File: src/rtl/wb_trace_buffer.sv
// Writeback trace FIFO: logs {reg, data, cycle tag} per register-file write; entries visible 1 cycle after capture.
// Drained over trace_valid/trace_ready; a full FIFO without a same-edge pop drops the write and counts it.
module wb_trace_buffer #(
  parameter int DEPTH = 8,
  parameter int CNT_W = 32
) (
  input  logic             clk,
  input  logic             rst_n,
  input  logic             wb_en,
  input  logic [4:0]       wb_reg,
  input  logic [31:0]      wb_data,
  output logic             trace_valid,
  input  logic             trace_ready,
  output logic [4:0]       trace_reg,
  output logic [31:0]      trace_data,
  output logic [CNT_W-1:0] trace_cycle,
  input  logic             clear,
  output logic             overflow,
  output logic [7:0]       drop_cnt,
  input  logic             watch_en,
  input  logic [4:0]       watch_reg,
  input  logic [31:0]      watch_data,
  output logic             watch_hit
);

  localparam int AW = $clog2(DEPTH);
  localparam logic [AW:0] PTR_ONE = (AW + 1)'(1);

  typedef struct packed {
    logic [4:0]       rg;
    logic [31:0]      dat;
    logic [CNT_W-1:0] cyc;
  } entry_t;

  entry_t           mem_q [DEPTH];
  entry_t           head_q, head_d, new_entry;
  logic [AW:0]      wr_ptr_q, wr_ptr_d, rd_ptr_q, rd_ptr_d;
  logic             vld_q, vld_d;
  logic [CNT_W-1:0] cnt_q, cnt_d;
  logic             ovf_q, ovf_d;
  logic [7:0]       drop_q, drop_d;
  logic             hit_q, hit_d;
  logic             push_req, full, pop, push_ok, drop;

  always_comb begin
    push_req  = wb_en && (wb_reg != 5'd0);
    full      = (wr_ptr_q[AW] != rd_ptr_q[AW]) &&
                (wr_ptr_q[AW-1:0] == rd_ptr_q[AW-1:0]);
    pop       = vld_q && trace_ready;
    new_entry = '{rg: wb_reg, dat: wb_data, cyc: cnt_q};
    push_ok   = push_req && (!full || pop) && !clear;
    drop      = push_req && full && !pop && !clear;

    cnt_d    = cnt_q + CNT_W'(1);
    hit_d    = watch_en && push_req && (wb_reg == watch_reg) && (wb_data == watch_data);
    wr_ptr_d = wr_ptr_q;
    rd_ptr_d = rd_ptr_q;
    ovf_d    = ovf_q;
    drop_d   = drop_q;
    head_d   = head_q;

    if (clear) begin
      wr_ptr_d = '0;
      rd_ptr_d = '0;
      ovf_d    = 1'b0;
      drop_d   = 8'd0;
      head_d   = '0;
    end else begin
      if (push_ok) wr_ptr_d = wr_ptr_q + PTR_ONE;
      if (pop)     rd_ptr_d = rd_ptr_q + PTR_ONE;
      if (drop) begin
        ovf_d = 1'b1;
        if (drop_q != 8'hFF) drop_d = drop_q + 8'd1;
      end
      // The new head is the incoming write only when it lands in the slot the read pointer moves to.
      if (push_ok && (wr_ptr_q[AW-1:0] == rd_ptr_d[AW-1:0])) head_d = new_entry;
      else                                                   head_d = mem_q[rd_ptr_d[AW-1:0]];
    end

    vld_d = (wr_ptr_d != rd_ptr_d);
  end

  always_ff @(posedge clk) begin
    if (push_ok) mem_q[wr_ptr_q[AW-1:0]] <= new_entry;
  end

  always_ff @(posedge clk or negedge rst_n) begin
    if (!rst_n) begin
      wr_ptr_q <= '0;
      rd_ptr_q <= '0;
      vld_q    <= 1'b0;
      head_q   <= '0;
      cnt_q    <= CNT_W'(1);
      ovf_q    <= 1'b0;
      drop_q   <= 8'd0;
      hit_q    <= 1'b0;
    end else begin
      wr_ptr_q <= wr_ptr_d;
      rd_ptr_q <= rd_ptr_d;
      vld_q    <= vld_d;
      head_q   <= head_d;
      cnt_q    <= cnt_d;
      ovf_q    <= ovf_d;
      drop_q   <= drop_d;
      hit_q    <= hit_d;
    end
  end

  assign trace_valid = vld_q;
  assign trace_reg   = head_q.rg;
  assign trace_data  = head_q.dat;
  assign trace_cycle = head_q.cyc;
  assign overflow    = ovf_q;
  assign drop_cnt    = drop_q;
  assign watch_hit   = hit_q;

endmodule

File: config.mk
export PLATFORM = sky130hd
export DESIGN_NAME = wb_trace_buffer
export DESIGN_NICKNAME = d
export VERILOG_FILES = /design/src/rtl/wb_trace_buffer.sv
export SDC_FILE = /design/constraint.sdc
export NUM_CORES = 1
export LEC_CHECK = 0
export CAP_MARGIN = 0
export CORE_MARGIN = 4
export CORE_UTILIZATION = 23
export CTS_BUF_LIST = sky130_fd_sc_hd__clkbuf_8
export CTS_CLUSTER_SIZE = 16
export DETAILED_ROUTE_END_ITERATION = 16
export PLACE_DENSITY_LB_ADDON = 0.2
export SKIP_CTS_REPAIR_TIMING = 1
export SYNTH_ARGS = -nofsm -noshare
export SYNTH_HDL_FRONTEND = slang
export SYNTH_SLANG_ARGS = --single-unit
File: constraint.sdc
create_clock -name clk -period 25.9 [get_ports clk]
set_clock_uncertainty 0.05 [all_clocks]
set_input_delay 7.77 -clock clk [delete_from_list [all_inputs] [get_ports clk]]
set_output_delay 7.77 -clock clk [all_outputs]
set_load 0.02 [all_outputs]
==> run_results.csv <==
group,metric,value,unit
pwr,power_density,75.5,nW/um^2
timing,period_needed,11.22,ns
pwr,p_comb_share,13.0,%
timing,finalWorstSetupSlack,14.68,ns
synthesis,synth_edf_count,552,
pwr,p_total,2.46,mW
route,final_antenna_net_count,0,
synthesis,ys_seq_area_share,72.4,%
pwr,seqPwrFrac,49.3,%
placement,placed_cells,3108,
final_layout,drive_gt1_share,18.2,%
cts,cts_buffers,116,
pwr,p_clk_share,37.7,%
placement,place_congestion,0.686,
timing,hold_violations,0,
setup_path,endpoint_kind,"flip-flop",
route,wl,72700,um
final_layout,finalInstanceArea,32700,sq um
final_layout,fin_nets,1786,
synthesis,syn_area,27000,sq um
final_layout,largest_reg_flops,552,
synthesis,yosys.cell_types.count,48,
setup_path,cp-start-kind,"input port",
setup_path,cp.arrival,11.72,ns
timing,finalCritPeriodShare,43.3,%
final_layout,multi_input_area,7020,sq um
pwr,p_leak,11.3,nW
global_route,track_usage,11.7,%
setup_path,slowest_stage,"nand4_4",
timing,fmax,89.1,MHz
pwr,p_int,1.84,mW
global_route,first_global_vias,14700,
timing,fin_hold_ws,0.469,ns
die,ios,160,
cts,clk_pin_slew,0.06,ns
pwr,p_sw,626,uW
synthesis,yosys_warnings,0,
setup_path,crit_chain,"clkdlybuf4s50_1 -> and2_1 -> mux2i_4 -> buf_4 -> xor2_1 -> nand4_4 -> buf_4 -> nor2_1 -> a211oi_2",
cts,cts_sinks,672,
final_layout,fill_cells,11500,
final_layout,seq_area,19600,sq um
setup_path,worstPathRequired,26.40,ns
final_layout,layoutNonFillerInstCount,3330,
final_layout,synthToLayoutAreaGrowth,20.8,%
cts,cts_tree,"yes",
final_layout,mostFrequentLayoutCell,"edfxtp_1",
synthesis,syn_nets,1552,
die,core,117000,sq um
route,vias,13900,
synthesis,yosysTopAreaCell,"edfxtp_1",
route,drt_pass1_iterations,4,
synthesis,async_flop_share,17.9,%
placement,dp_slack,13.80,ns
synthesis,synthCells,1468,
cts,cts_max_level,3,
flow_run,maxCapViolCount,0,
die,die_w,351,um
timing,slew_headroom,28.0,%
timing,finalMaxSlewViolations,0,
final_layout,postLayoutCoreUtil,28.0,%
placement,portBuffers,159,
die,dieHeight,351,um
global_route,grt_max_degree,61,
die,row_count,125,
route,avgRoutedWirePerCell,21.8,um
route,drc,0,
timing,rsz0062_at_grt,"false",
setup_path,critPathBufInv,3,
setup_path,crit_top_cell,"buf_4",
route,vias_per_cell,4.16,
cts,clockBufferDepth,3,
setup_path,worst-setup-path-type,"input port to flip-flop",
timing,tns,0,ns
die,start_util,23.2,%
setup_path,slowest_delay,0.81,ns
cts,clock_latency,0.74,ns
timing,worstMarginPinSlew,1.08,ns
cts,root_buffer,"clkbuf_8",
synthesis,synth_seq_cells,672,
synthesis,netlist.area_leader.share,61.3,%
route,drtIter0Drc,748,
pwr,ir_drop,32.5,uV
final_layout,mostFrequentLayoutCells,"552 x edfxtp_1, 277 x mux2i_1, 157 x clkdlybuf4s50_1",
timing,setup_violations,0,
min_path,hold_path.class,"flip-flop to flip-flop",
global_route,grt_overflow_total,0,
setup_path,cp_max_fo,46,
global_route,grt_pass1_wl,104000,um
run_status,status,"complete, no violations",
synthesis,synth.avg_cell_area,18.4,sq um
placement,hpwl,40200,um
die,die_area,123000,sq um
setup_path,cpLargestDelayFamily,"buffers and inverters",
placement,postPlaceCellArea,30400,sq um
synthesis,ys.flop_type,"edfxtp_1",
global_route,grt_antenna_before_repair,6,
synthesis,synth_area_leaders,"edfxtp_1 61%, dfrtp_1 11%, mux2i_1 10%, mux4_2 5.7%, a211oi_2 2.3%",
pwr,p_sw_share,25.4,%
## tightest hold or removal path, cell delays in order (launching register included)
cell     delay (ns)
dfrtp_1        0.38
inv_1          0.05
a21oi_1        0.05
## routing by layer
metal,GRT usage (%),vias to the layer above,share of wire (%)
met5,0,-,0.018
li1,-,6233,-
met4,3.19,2,2.3
met1,15.1,7197,44
met3,2.65,118,5.3
met2,19.6,304,49
## cells in the mapped netlist, drive strengths merged, types with 9 or more instances
cell    instances
nand2          19
xnor2          62
edfxtp        552
a211oi         69
buf            55
clkbuf         20
mux2i         278
dfrtp         119
nor2           97
nor4            9
nand4          16
nand3          20
mux4           69
inv            13
xor2           22
## kinds of logic after synthesis
| family | synth area share [%] |
|---|---|
| and+or+nand+nor | 3.28 |
| DFF | 72.4 |
| muxes | 16.1 |
| xor gates and xnor gates | 2.87 |
| buffers and inverters | 1.91 |
| AOI/OAI and AO/OA | 3.22 |
| adders and majority gates | 0.185 |
## power by group through the flow
stage	Combinational, mW	Sequential, mW	Clock (mW)
4_1_cts	0.332	1.22	0.969
5_1_grt	0.345	1.22	1.02
2_1_floorplan	0.197	1.25	0
6_report	0.322	1.21	0.929
3_3_place_gp	0.328	1.24	0
3_5_place_dp	0.330	1.24	0
## area by class of cell
class                      instances  share of cell area, %
antenna                            3                 0.0230
clock buffer                     128                   5.39
clock inverter                    91                   1.56
inverter                          13                  0.149
multi-input combinational        708                   21.5
sequential                       672                   59.9
tap                             1524                   5.84
timing repair buffer             191                   5.61
## final timing paths
| check | slack, ns | endpoint | cells after the start | from |
|---|---|---|---|---|
| max in group asynchronous | 17.65 | trace_cycle[15] | 2 | rst_n |
| worst max register to register | 21.78 | trace_cycle[21] | 8 | rd_ptr_q[0] |
| worst min register to register | 0.47 | overflow | 2 | overflow |
| worst max-delay path | 14.68 | trace_cycle[21] | 9 | trace_ready |
| min in group asynchronous | 7.02 | trace_data[23] | 1 | rst_n |
| worst min-delay path | 0.47 | overflow | 2 | overflow |
(Power assumes the default switching activity.)
